## src/rtl/id_ex_stage_pkg.sv

```systemverilog
// id_ex_stage_pkg -- shared types for the ID/EX pipeline register.
//   alu_op_e  : ALU operation encoding driven to the ALU aluCtrl input
//   a_sel_e   : ALU operand A source (RS1 or PC)
//   b_sel_e   : ALU operand B source (RS2 or immediate)
//   fwd_sel_e : operand forwarding source (none, EX/MEM, MEM/WB)
package id_ex_stage_pkg;

    typedef enum logic [3:0] {
        ENUM_ALU_ADD  = 4'd0,
        ENUM_ALU_SUB  = 4'd1,
        ENUM_ALU_AND  = 4'd2,
        ENUM_ALU_OR   = 4'd3,
        ENUM_ALU_XOR  = 4'd4,
        ENUM_ALU_SLL  = 4'd5,
        ENUM_ALU_SRL  = 4'd6,
        ENUM_ALU_SRA  = 4'd7,
        ENUM_ALU_SLT  = 4'd8,
        ENUM_ALU_SLTU = 4'd9
    } alu_op_e;

    typedef enum logic {
        A_SEL_RS1 = 1'b0,
        A_SEL_PC  = 1'b1
    } a_sel_e;

    typedef enum logic {
        B_SEL_RS2 = 1'b0,
        B_SEL_IMM = 1'b1
    } b_sel_e;

    typedef enum logic [1:0] {
        FWD_NONE  = 2'd0,
        FWD_EXMEM = 2'd1,
        FWD_MEMWB = 2'd2
    } fwd_sel_e;

    // x0 is hard-wired zero and must never be forwarded.
    localparam logic [4:0] REG_ZERO = 5'd0;

endpackage

```

## src/rtl/id_ex_stage_fwd_unit.sv

```systemverilog
// fwd_unit -- combinational operand forwarding selector, one per source operand.
// Only built when the ID_EX_FWD_EN macro is defined.
// Ports:
//   rs_addr, rs_data           : operand register index and the value held in ID/EX
//   exmem_rd/_reg_write/_result: producer currently in EX/MEM
//   memwb_rd/_reg_write/_result: producer currently in MEM/WB
//   fwd_sel                    : chosen source
//   rs_eff                     : effective operand value
`ifdef ID_EX_FWD_EN
module fwd_unit
    import id_ex_stage_pkg::*;
#(
    parameter int XLEN = 32
) (
    input  logic [4:0]      rs_addr,
    input  logic [XLEN-1:0] rs_data,
    input  logic [4:0]      exmem_rd,
    input  logic            exmem_reg_write,
    input  logic [XLEN-1:0] exmem_result,
    input  logic [4:0]      memwb_rd,
    input  logic            memwb_reg_write,
    input  logic [XLEN-1:0] memwb_result,
    output fwd_sel_e        fwd_sel,
    output logic [XLEN-1:0] rs_eff
);

    // EX/MEM is the younger producer, so it is checked first.
    always_comb begin
        fwd_sel = FWD_NONE;
        if ((rs_addr != REG_ZERO) && exmem_reg_write && (exmem_rd == rs_addr)) begin
            fwd_sel = FWD_EXMEM;
        end else if ((rs_addr != REG_ZERO) && memwb_reg_write && (memwb_rd == rs_addr)) begin
            fwd_sel = FWD_MEMWB;
        end else begin
            fwd_sel = FWD_NONE;
        end
    end

    // Operand mux driven by the selection above.
    always_comb begin
        rs_eff = rs_data;
        case (fwd_sel)
            FWD_EXMEM: rs_eff = exmem_result;
            FWD_MEMWB: rs_eff = memwb_result;
            FWD_NONE:  rs_eff = rs_data;
            default:   rs_eff = rs_data;
        endcase
    end

endmodule
`endif

```

## src/rtl/id_ex_stage.sv

```systemverilog
// id_ex_stage -- ID/EX pipeline register with valid/ready handshake.
// Holds one decoded instruction and drives the ALU operands directly from the
// held state. Optional operand forwarding is enabled with the ID_EX_FWD_EN macro;
// without it the forwarding ports are present but ignored.
// Ports:
//   clk, rst_n (async active-low), flush (kills the held instruction)
//   in_valid/in_ready + in_* payload     : decode side
//   exmem_*/memwb_*                      : forwarding sources
//   out_valid/out_ready                  : ALU side
//   alu_a, alu_b, alu_op                 : ALU inputs
//   out_pc, out_store_data, out_rd_addr, out_reg_write : carried-forward payload
module id_ex_stage
    import id_ex_stage_pkg::*;
#(
    parameter int XLEN = 32
) (
    input  logic            clk,
    input  logic            rst_n,
    input  logic            flush,
    input  logic            in_valid,
    output logic            in_ready,
    input  logic [XLEN-1:0] in_pc,
    input  logic [XLEN-1:0] in_rs1_data,
    input  logic [XLEN-1:0] in_rs2_data,
    input  logic [XLEN-1:0] in_imm,
    input  logic [4:0]      in_rs1_addr,
    input  logic [4:0]      in_rs2_addr,
    input  logic [4:0]      in_rd_addr,
    input  alu_op_e         in_alu_op,
    input  a_sel_e          in_a_sel,
    input  b_sel_e          in_b_sel,
    input  logic            in_reg_write,
    input  logic [4:0]      exmem_rd,
    input  logic [4:0]      memwb_rd,
    input  logic            exmem_reg_write,
    input  logic            memwb_reg_write,
    input  logic [XLEN-1:0] exmem_result,
    input  logic [XLEN-1:0] memwb_result,
    output logic            out_valid,
    input  logic            out_ready,
    output logic [XLEN-1:0] alu_a,
    output logic [XLEN-1:0] alu_b,
    output alu_op_e         alu_op,
    output logic [XLEN-1:0] out_pc,
    output logic [XLEN-1:0] out_store_data,
    output logic [4:0]      out_rd_addr,
    output logic            out_reg_write
);

    logic            out_valid_q, out_valid_d;
    logic [XLEN-1:0] pc_q, pc_d;
    logic [XLEN-1:0] rs1_data_q, rs1_data_d;
    logic [XLEN-1:0] rs2_data_q, rs2_data_d;
    logic [XLEN-1:0] imm_q, imm_d;
    logic [4:0]      rs1_addr_q, rs1_addr_d;
    logic [4:0]      rs2_addr_q, rs2_addr_d;
    logic [4:0]      rd_addr_q, rd_addr_d;
    alu_op_e         alu_op_q, alu_op_d;
    a_sel_e          a_sel_q, a_sel_d;
    b_sel_e          b_sel_q, b_sel_d;
    logic            reg_write_q, reg_write_d;

    logic            load_s;
    logic            stall_s;
    logic [XLEN-1:0] rs1_eff_s;
    logic [XLEN-1:0] rs2_eff_s;

`ifdef ID_EX_FWD_EN
    fwd_sel_e rs1_fwd_sel_s;
    fwd_sel_e rs2_fwd_sel_s;
    logic     unused_fwd_s;

    fwd_unit #(.XLEN(XLEN)) u_fwd_rs1 (
        .rs_addr(rs1_addr_q), .rs_data(rs1_data_q),
        .exmem_rd(exmem_rd), .exmem_reg_write(exmem_reg_write), .exmem_result(exmem_result),
        .memwb_rd(memwb_rd), .memwb_reg_write(memwb_reg_write), .memwb_result(memwb_result),
        .fwd_sel(rs1_fwd_sel_s), .rs_eff(rs1_eff_s)
    );

    fwd_unit #(.XLEN(XLEN)) u_fwd_rs2 (
        .rs_addr(rs2_addr_q), .rs_data(rs2_data_q),
        .exmem_rd(exmem_rd), .exmem_reg_write(exmem_reg_write), .exmem_result(exmem_result),
        .memwb_rd(memwb_rd), .memwb_reg_write(memwb_reg_write), .memwb_result(memwb_result),
        .fwd_sel(rs2_fwd_sel_s), .rs_eff(rs2_eff_s)
    );

    // The selection codes are informational only.
    assign unused_fwd_s = ^{rs1_fwd_sel_s, rs2_fwd_sel_s};
`else
    logic unused_fwd_s;

    assign rs1_eff_s = rs1_data_q;
    assign rs2_eff_s = rs2_data_q;
    // Forwarding inputs and operand indices have no consumer in this build.
    assign unused_fwd_s = ^{exmem_rd, memwb_rd, exmem_reg_write, memwb_reg_write,
                            exmem_result, memwb_result, rs1_addr_q, rs2_addr_q};
`endif

    assign in_ready = !out_valid_q || out_ready;
    assign load_s   = in_valid && in_ready;
    assign stall_s  = out_valid_q && !out_ready;

    // Next-state for valid bit and held payload.
    always_comb begin
        out_valid_d = out_valid_q;
        pc_d        = pc_q;
        rs1_data_d  = rs1_data_q;
        rs2_data_d  = rs2_data_q;
        imm_d       = imm_q;
        rs1_addr_d  = rs1_addr_q;
        rs2_addr_d  = rs2_addr_q;
        rd_addr_d   = rd_addr_q;
        alu_op_d    = alu_op_q;
        a_sel_d     = a_sel_q;
        b_sel_d     = b_sel_q;
        reg_write_d = reg_write_q;

        // Flush wins over a same-cycle load; a simultaneous drain and load keeps valid high.
        if (flush) begin
            out_valid_d = 1'b0;
        end else if (load_s) begin
            out_valid_d = 1'b1;
        end else if (out_valid_q && out_ready) begin
            out_valid_d = 1'b0;
        end else begin
            out_valid_d = out_valid_q;
        end

        if (load_s && !flush) begin
            pc_d        = in_pc;
            rs1_data_d  = in_rs1_data;
            rs2_data_d  = in_rs2_data;
            imm_d       = in_imm;
            rs1_addr_d  = in_rs1_addr;
            rs2_addr_d  = in_rs2_addr;
            rd_addr_d   = in_rd_addr;
            alu_op_d    = in_alu_op;
            a_sel_d     = in_a_sel;
            b_sel_d     = in_b_sel;
            reg_write_d = in_reg_write;
        end else if (stall_s) begin
            // Capture forwarded values while stalled so a producer retiring
            // from the pipeline during the stall is not lost.
            rs1_data_d = rs1_eff_s;
            rs2_data_d = rs2_eff_s;
        end else begin
            rs1_data_d = rs1_data_q;
            rs2_data_d = rs2_data_q;
        end
    end

    // Pipeline register state.
    always_ff @(posedge clk or negedge rst_n) begin
        if (!rst_n) begin
            out_valid_q <= 1'b0;
            pc_q        <= '0;
            rs1_data_q  <= '0;
            rs2_data_q  <= '0;
            imm_q       <= '0;
            rs1_addr_q  <= 5'd0;
            rs2_addr_q  <= 5'd0;
            rd_addr_q   <= 5'd0;
            alu_op_q    <= ENUM_ALU_ADD;
            a_sel_q     <= A_SEL_RS1;
            b_sel_q     <= B_SEL_RS2;
            reg_write_q <= 1'b0;
        end else begin
            out_valid_q <= out_valid_d;
            pc_q        <= pc_d;
            rs1_data_q  <= rs1_data_d;
            rs2_data_q  <= rs2_data_d;
            imm_q       <= imm_d;
            rs1_addr_q  <= rs1_addr_d;
            rs2_addr_q  <= rs2_addr_d;
            rd_addr_q   <= rd_addr_d;
            alu_op_q    <= alu_op_d;
            a_sel_q     <= a_sel_d;
            b_sel_q     <= b_sel_d;
            reg_write_q <= reg_write_d;
        end
    end

    assign out_valid      = out_valid_q;
    assign alu_op         = alu_op_q;
    assign alu_a          = (a_sel_q == A_SEL_PC)  ? pc_q  : rs1_eff_s;
    assign alu_b          = (b_sel_q == B_SEL_IMM) ? imm_q : rs2_eff_s;
    assign out_store_data = rs2_eff_s;
    assign out_pc         = pc_q;
    assign out_rd_addr    = rd_addr_q;
    assign out_reg_write  = reg_write_q;

endmodule
```

## config.mk

```make
export PLATFORM = sky130hd
export DESIGN_NAME = id_ex_stage
export DESIGN_NICKNAME = d
export VERILOG_FILES = /design/src/rtl/id_ex_stage_pkg.sv /design/src/rtl/id_ex_stage_fwd_unit.sv /design/src/rtl/id_ex_stage.sv
export SDC_FILE = /design/constraint.sdc
export NUM_CORES = 1
export LEC_CHECK = 0
export CAP_MARGIN = 20
export CORE_AREA = 2 2 143 145
export CTS_CLUSTER_DIAMETER = 200
export DETAILED_ROUTE_END_ITERATION = 16
export DIE_AREA = 0 0 145 147
export HOLD_SLACK_MARGIN = 0.15
export MAX_ROUTING_LAYER = met4
export PLACE_DENSITY = 0.68
export SETUP_SLACK_MARGIN = 0.15
export SLEW_MARGIN = 10
export SYNTH_ARGS = -nofsm -noshare
export SYNTH_HDL_FRONTEND = slang
export SYNTH_SLANG_ARGS = --single-unit
```

## constraint.sdc

```tcl
create_clock -name clk -period 2.2 [get_ports clk]
set_clock_uncertainty 0.05 [all_clocks]
set_input_delay 0.44 -clock clk [delete_from_list [all_inputs] [get_ports clk]]
set_output_delay 0.44 -clock clk [all_outputs]
set_load 0.01 [all_outputs]
```

==> impl_metrics.py, run 1 <==
metrics = {
    "grt": {
        "grtUsageMet1_pct": 21.2,
        "met3_usage_pct": 5.59,
        "grt.overflow.total": 0,
        "grt_max_degree": 76,
        "grt_pass1_vias": 4942,
        "grt_pass1_wl_mm": 28.0,
        "antenna_found_initial": 0,
        "globalRoute.busiestLayer": "met2",
        "grt_usage_pct": 17.4,
        "grt_use_met2_pct": 27.9,
    },
    "timing": {
        "drv_slew": 0,
        "post-route-worst-setup-slack_ns": 0.0394,
        "setup_viol": 0,
        "hold_viol_final": 0,
        "worst_pin_slew_ns": 0.428,
        "max_slew_margin_pct": 71.5,
        "max_freq_ghz": 0.463,
        "fin_crit_ns": 2.16,
        "post-route-period-util_pct": 98.2,
        "rsz0062_at_grt": "true",
    },
    "synth": {
        "synth-compound-area-share_pct": 0,
        "avgSynthCellArea_um2": 16.2,
        "synth_top_family_by_area": "multiplexers",
        "yosysSeqAreaShare_pct": 58.5,
        "syn-num-nets": 604,
        "synth_fa_ha_area_share_pct": 0,
        "yosys.area_share.simple_pct": 0.435,
        "syn_inst": 373,
        "synth_cell_type_count": 10,
        "ys_seq_elements": 141,
        "synthesis.area_um2": 6040,
        "synth_xor_area_share_pct": 0,
        "yosys_warnings": 0,
        "synthMuxAreaShare_pct": 38.1,
    },
    "critical_path": {
        "required_ns": 1.71,
        "r2r_cells": 5,
        "reg2reg_to": "rs1_data_q[6]$_DFFE_PN0P_",
        "path_class": "reg2out",
        "timing.critical_path.mode_cell": "buf_6",
        "critPathMaxStageDelay_ns": 0.44,
        "startpoint_type": "flop",
        "crit_path_cell_trace": "buf_6 -> buf_6 -> buf_16 -> mux2_4 -> buf_6",
        "reg2reg_from": "out_valid$_DFFE_PN0P_",
        "regToRegSetupSlack_ns": 0.55,
        "cpMaxStageDelayCell": "dfrtp_2",
        "endpoint_kind": "primary output",
        "cp_max_fo": 8,
        "arrival_ns": 1.67,
    },
    "place": {
        "place_ws_ns": 0.0247,
        "placedCellCount": 923,
        "place_hpwl_mm": 12.1,
        "port_buffers": 284,
        "routabilityCongestion": 0.748,
    },
    "floorplanning": {
        "io_pins": 371,
        "die_h_um": 147,
        "start_util_pct": 30.4,
        "dieArea_um2": 21300,
        "die_w_um": 145,
        "core_um2": 19800,
        "rows": 52,
    },
    "layout": {
        "final-instance-count-excl-fill": 973,
        "ff_latch_area_um2": 3530,
        "syn_to_final_growth_pct": 72.2,
        "n_fill_cell": 1686,
        "diodes": 0,
        "drive_above_1_share_pct": 34.0,
        "multi_input_area_um2": 2480,
        "mostFrequentLayoutCells": "218 x clkdlybuf4s50_1, 139 x dfrtp_1, 100 x mux2_1",
        "mostFrequentLayoutCell": "clkdlybuf4s50_1",
        "nets": 922,
        "fin_util_pct": 52.4,
    },
    "routing": {
        "drcViolationCount": 0,
        "final_antenna_net_count": 0,
        "vias": 4332,
        "avgViaCountPerCell": 4.45,
        "wl_mm": 17.8,
        "drt_iter0_markers": 96,
        "dr.pass1.iters": 4,
        "post_drt_wl_per_cell_um": 18.3,
    },
    "clock_tree": {
        "clk_path_buf_depth": 2,
        "cts_root_buf": "clkbuf_16",
        "cts_buffers": 17,
        "htreeDepth": 4,
        "cts_tree": "done",
        "cts.sinks": 141,
        "clkTransAtPathRegs_ns": 0.06,
        "insertion_delay_ns": 0.41,
    },
    "pwr": {
        "power_switching_w": 0.00249,
        "seqPwrFrac_pct": 34.4,
        "power_density_nw_per_um2": 932,
        "power.share.clock_pct": 33.7,
        "comb_power_share_pct": 31.9,
        "p_leak_nw": 4.47,
        "internal-power_w": 0.00720,
        "sw_frac_of_total_pct": 25.7,
        "peakVddDrop_mv": 0.472,
    },
    "worst_hold_path": {
        "hold_path_class": "reg2reg",
        "worstHoldStart": "imm_q[15]$_DFFE_PN0P_",
        "hold_path_end": "imm_q[15]$_DFFE_PN0P_",
        "hold_depth": 1,
    },
    "flow_run": {
        "maxCapViolCount": 0,
    },
    "outcome": {
        "status": "finished clean",
    },
}
## power groups by stage
stage          Sequential (W)  Combinational (W)  Clock [W]
2_1_floorplan         0.00339            0.00101          0
3_3_place_gp          0.00332            0.00270          0
3_5_place_dp          0.00336            0.00273          0
4_1_cts               0.00333            0.00290    0.00334
5_1_grt               0.00340            0.00328    0.00349
6_report              0.00333            0.00309    0.00327
## routing by layer
layer / share of wire [%] / vias up
met4: 1.4 / 0
met3: 6.7 / 16
li1: - / 1974
met5: 0 / -
met1: 43 / 2162
met2: 49 / 180
## logic make-up (layout without fill, tap and decap cells)
logic type	Yosys count	in the layout
buffers and inverters	24	354
DFF	141	141
and+or+nand+nor	4	4
muxes	204	204
## through the flow
stage / hold slack, ns / total power, W / setup TNS (ns) / area [um2]
floorplan: 0.0944 / 0.00440 / 0 / 6040
global placement: 0.410 / 0.00602 / 0 / 9270
detailed placement: 0.419 / 0.00608 / 0 / 9270
CTS: 0.435 / 0.00958 / -0.0165 / 10200
global route: 0.457 / 0.0102 / -0.0907 / 10400
finish: 0.433 / 0.00969 / 0 / 10400
## flip-flops by register name, summed over array words and instances (netlist names), 4 cells and up
| signal | count |
|---|---|
| imm_q | 32 |
| out_pc | 32 |
| out_store_data | 32 |
| rs1_data_q | 32 |
| out_rd_addr | 5 |
| alu_op | 4 |
## cells in the mapped netlist
cell	instances	area (um2)
mux2_2	104	1170
buf_2	9	45.0
dfrtp_1	141	3530
inv_1	1	3.75
clkbuf_1	3	11.3
nor2_1	2	7.51
buf_6	11	124
mux2_1	100	1130
nor3b_2	1	12.5
nor2b_1	1	6.26
## worst max-delay path: cells and delay by family (launching register included)
family                 cells  cell delay, ns
muxes                      1            0.31
buffers and inverters      4            0.50
DFF                        1            0.44
## cell type report
| class | count | share of cell area [%] |
|---|---|---|
| Sequential cell | 141 | 34.0 |
| Timing Repair Buffer | 322 | 32.4 |
| Multi-Input combinational cell | 208 | 23.9 |
| Clock buffer | 21 | 4.43 |
| Tap cell | 270 | 3.25 |
| Clock inverter | 10 | 2.03 |
| Inverter | 1 | 0.0361 |
## repair_timing
| item | 4_1_cts | 5_1_grt |
|---|---|---|
| resized for setup | 279 | 72 |
| setup buffers | 6 | 5 |
| hold buffers | 1 | 0 |
| hold endpoints to repair | 141 | 0 |
| gates cloned | 5 | 2 |
| endpoints found under the setup margin | 65 | 62 |
## worst max-delay path by stage
stage / startpoint / to / depth (start not counted)
3_3_place_gp: out_ready / in_ready / 4
2_1_floorplan: b_sel_q$_DFFE_PN0P_ / alu_b[20] / 3
6_report: b_sel_q$_DFFE_PN0P_ / alu_b[9] / 5
5_1_grt: b_sel_q$_DFFE_PN0P_ / alu_b[9] / 5
4_1_cts: b_sel_q$_DFFE_PN0P_ / alu_b[9] / 5
3_5_place_dp: out_ready / in_ready / 4
No activity file was read; power rests on OpenSTA's default activity.
==> run 2: changes to the inputs <==
==> constraint.sdc (replaced) <==
create_clock -name clk -period 2.2 [get_ports clk]
set_clock_uncertainty 0.05 [all_clocks]
set_input_delay 0.44 -clock clk [delete_from_list [all_inputs] [get_ports clk]]
set_output_delay 0.44 -clock clk [all_outputs]
set_load 0.005 [all_outputs]
==> run 2 against run 1 <==
The flow now finishes with violations (setup timing). Sequential power is essentially flat. Critical path type unchanged. Largest power group unchanged. Wire length grew 0.58%. Critical path depth grew 1. Combinational power shrank 3%.
==> impl_metrics.py, run 2 (synthesis results as in run 1) <==
metrics = {
    "timing": {
        "fin_hold_ws_ns": 0.436,
        "max_slew_margin_pct": 72.5,
        "drv_slew": 0,
        "worst_pin_slew_ns": 0.412,
        "post-route-worst-setup-slack_ns": -0.0373,
        "fin_crit_ns": 2.24,
        "post-route-period-util_pct": 102,
        "hold_viol_final": 0,
        "setup_viol": 8,
        "rsz0062_at_grt": "true",
        "max_freq_ghz": 0.447,
    },
    "layout": {
        "drive_above_1_share_pct": 33.8,
        "syn_to_final_growth_pct": 74.4,
        "n_fill_cell": 1649,
        "multi_input_area_um2": 2490,
        "design_area_um2": 10500,
        "nets": 930,
        "mostFrequentLayoutCell": "clkdlybuf4s50_1",
        "fin_util_pct": 53.0,
        "diodes": 0,
        "mostFrequentLayoutCells": "219 x clkdlybuf4s50_1, 139 x dfrtp_1, 100 x mux2_1",
        "ff_latch_area_um2": 3530,
    },
    "grt": {
        "antenna_found_initial": 0,
        "grt_usage_pct": 17.7,
        "grt_pass1_wl_mm": 28.2,
        "grt.overflow.total": 0,
        "grt_max_degree": 76,
        "grt_pass1_vias": 5054,
    },
    "clock_tree": {
        "clk_path_buf_depth": 2,
        "htreeDepth": 4,
        "clkTransAtPathRegs_ns": 0.06,
        "cts_root_buf": "clkbuf_16",
        "cts.sinks": 141,
        "insertion_delay_ns": 0.41,
        "cts_tree": "done",
        "cts_buffers": 17,
    },
    "critical_path": {
        "required_ns": 1.71,
        "endpoint_kind": "primary output",
        "path_class": "reg2out",
        "cp_max_fo": 8,
        "startpoint_type": "flop",
        "arrival_ns": 1.75,
    },
    "pwr": {
        "comb_power_share_pct": 31.8,
        "power_switching_w": 0.00231,
        "sw_frac_of_total_pct": 24.6,
        "total_power_w": 0.00939,
        "internal-power_w": 0.00708,
        "peakVddDrop_mv": 0.509,
        "power.share.clock_pct": 32.8,
        "seqPwrFrac_pct": 35.4,
        "p_leak_nw": 4.53,
        "power_density_nw_per_um2": 892,
    },
    "routing": {
        "final_antenna_net_count": 0,
        "avgViaCountPerCell": 4.45,
        "dr.pass1.iters": 4,
        "drt_iter0_markers": 91,
        "wl_mm": 17.9,
        "post_drt_wl_per_cell_um": 18.3,
        "vias": 4363,
        "drcViolationCount": 0,
    },
    "floorplanning": {
        "die_w_um": 145,
        "core_um2": 19800,
        "dieArea_um2": 21300,
        "io_pins": 371,
        "die_h_um": 147,
        "rows": 52,
        "start_util_pct": 30.4,
    },
    "outcome": {
        "status": "finished with violations",
        "violations": "setup timing",
    },
    "place": {
        "port_buffers": 284,
        "dpl_cell_area_um2": 9290,
        "place_hpwl_mm": 12.2,
        "routabilityCongestion": 0.752,
    },
    "worst_hold_path": {
        "hold_path_class": "reg2reg",
    },
    "flow_run": {
        "maxCapViolCount": 0,
    },
}
==> run 2: changes by cell type in the layout (fill, tap and decap cells not counted), moves of 2 or more <==
| cell | change |
|---|---|
| buf_6 | +11 |
| clkbuf_2 | -8 |
| dlygate4sd2_1 | +6 |
| buf_12 | +4 |
| buf_2 | -4 |
| bufinv_16 | -2 |
| clkbuf_16 | -2 |
| mux2_2 | -2 |
| mux2_4 | +2 |
==> run 2: stage by stage <==
stage          setup TNS [ns]  cells  worst slack (ns)
2_1_floorplan               0    373             0.498
3_3_place_gp                0    924            0.0651
3_5_place_dp                0    924            0.0607
4_1_cts                -0.383    977           -0.0741
5_1_grt                -0.711    980           -0.0969
6_report               -0.114    980           -0.0373
==> run 2: critical path, cell delays in order (launching register included) <==
cell and delay (ns):
dfrtp_2 0.42, buf_12 0.13, buf_6 0.11, buf_12 0.12
buf_16 0.14, mux2_4 0.30, buf_6 0.12
==> run 2: final cells by class <==
| class | instances | share of cell area, % |
|---|---|---|
| Sequential cell | 141 | 33.5 |
| Clock buffer | 21 | 4.47 |
| Inverter | 1 | 0.0357 |
| Timing Repair Buffer | 330 | 33.5 |
| Tap cell | 270 | 3.21 |
| Multi-Input combinational cell | 208 | 23.7 |
| Clock inverter | 9 | 1.52 |
==> run 2: per-layer routing <==
layer  up-vias  wire, um  GRT usage (%)
li1       1988         -              -
met2       179      8950           29.0
met5         -         0              -
met3        19      1180           5.71
met4         0       272           5.64
met1      2177      7490           20.7
==> run 2: path summary, 6_finish.rpt <==
check | depth (start not counted) | slack (ns) | to | startpoint
max | 6 | -0.04 | alu_b[16] | b_sel_q$_DFFE_PN0P_
min | 1 | 0.44 | imm_q[24]$_DFFE_PN0P_ | imm_q[24]$_DFFE_PN0P_
max in group asynchronous | 3 | 1.22 | out_pc[4]$_DFFE_PN0P_ | rst_n
min in group asynchronous | 3 | 0.51 | imm_q[3]$_DFFE_PN0P_ | rst_n
min reg2reg | 1 | 0.44 | imm_q[24]$_DFFE_PN0P_ | imm_q[24]$_DFFE_PN0P_
max reg2reg | 6 | 0.42 | out_store_data[29]$_DFFE_PN0P_ | out_valid$_DFFE_PN0P_
==> run 2: power groups by stage <==
| stage | Combinational [W] | Sequential (W) | Clock [W] |
|---|---|---|---|
| after floorplan | 0.000887 | 0.00330 | 0 |
| after global routing | 0.00318 | 0.00339 | 0.00330 |
| final | 0.00299 | 0.00332 | 0.00308 |
| after detailed placement | 0.00252 | 0.00336 | 0 |
| after CTS | 0.00286 | 0.00332 | 0.00317 |
| after global placement | 0.00249 | 0.00332 | 0 |
==> run 2: what timing repair did <==
action,in CTS,in global routing
cloned,5,0
hold buffers,1,0
setup endpoints to repair,65,65
setup buffers,17,3
resized for setup,319,29
pin swaps,0,0
hold endpoints to repair,141,0
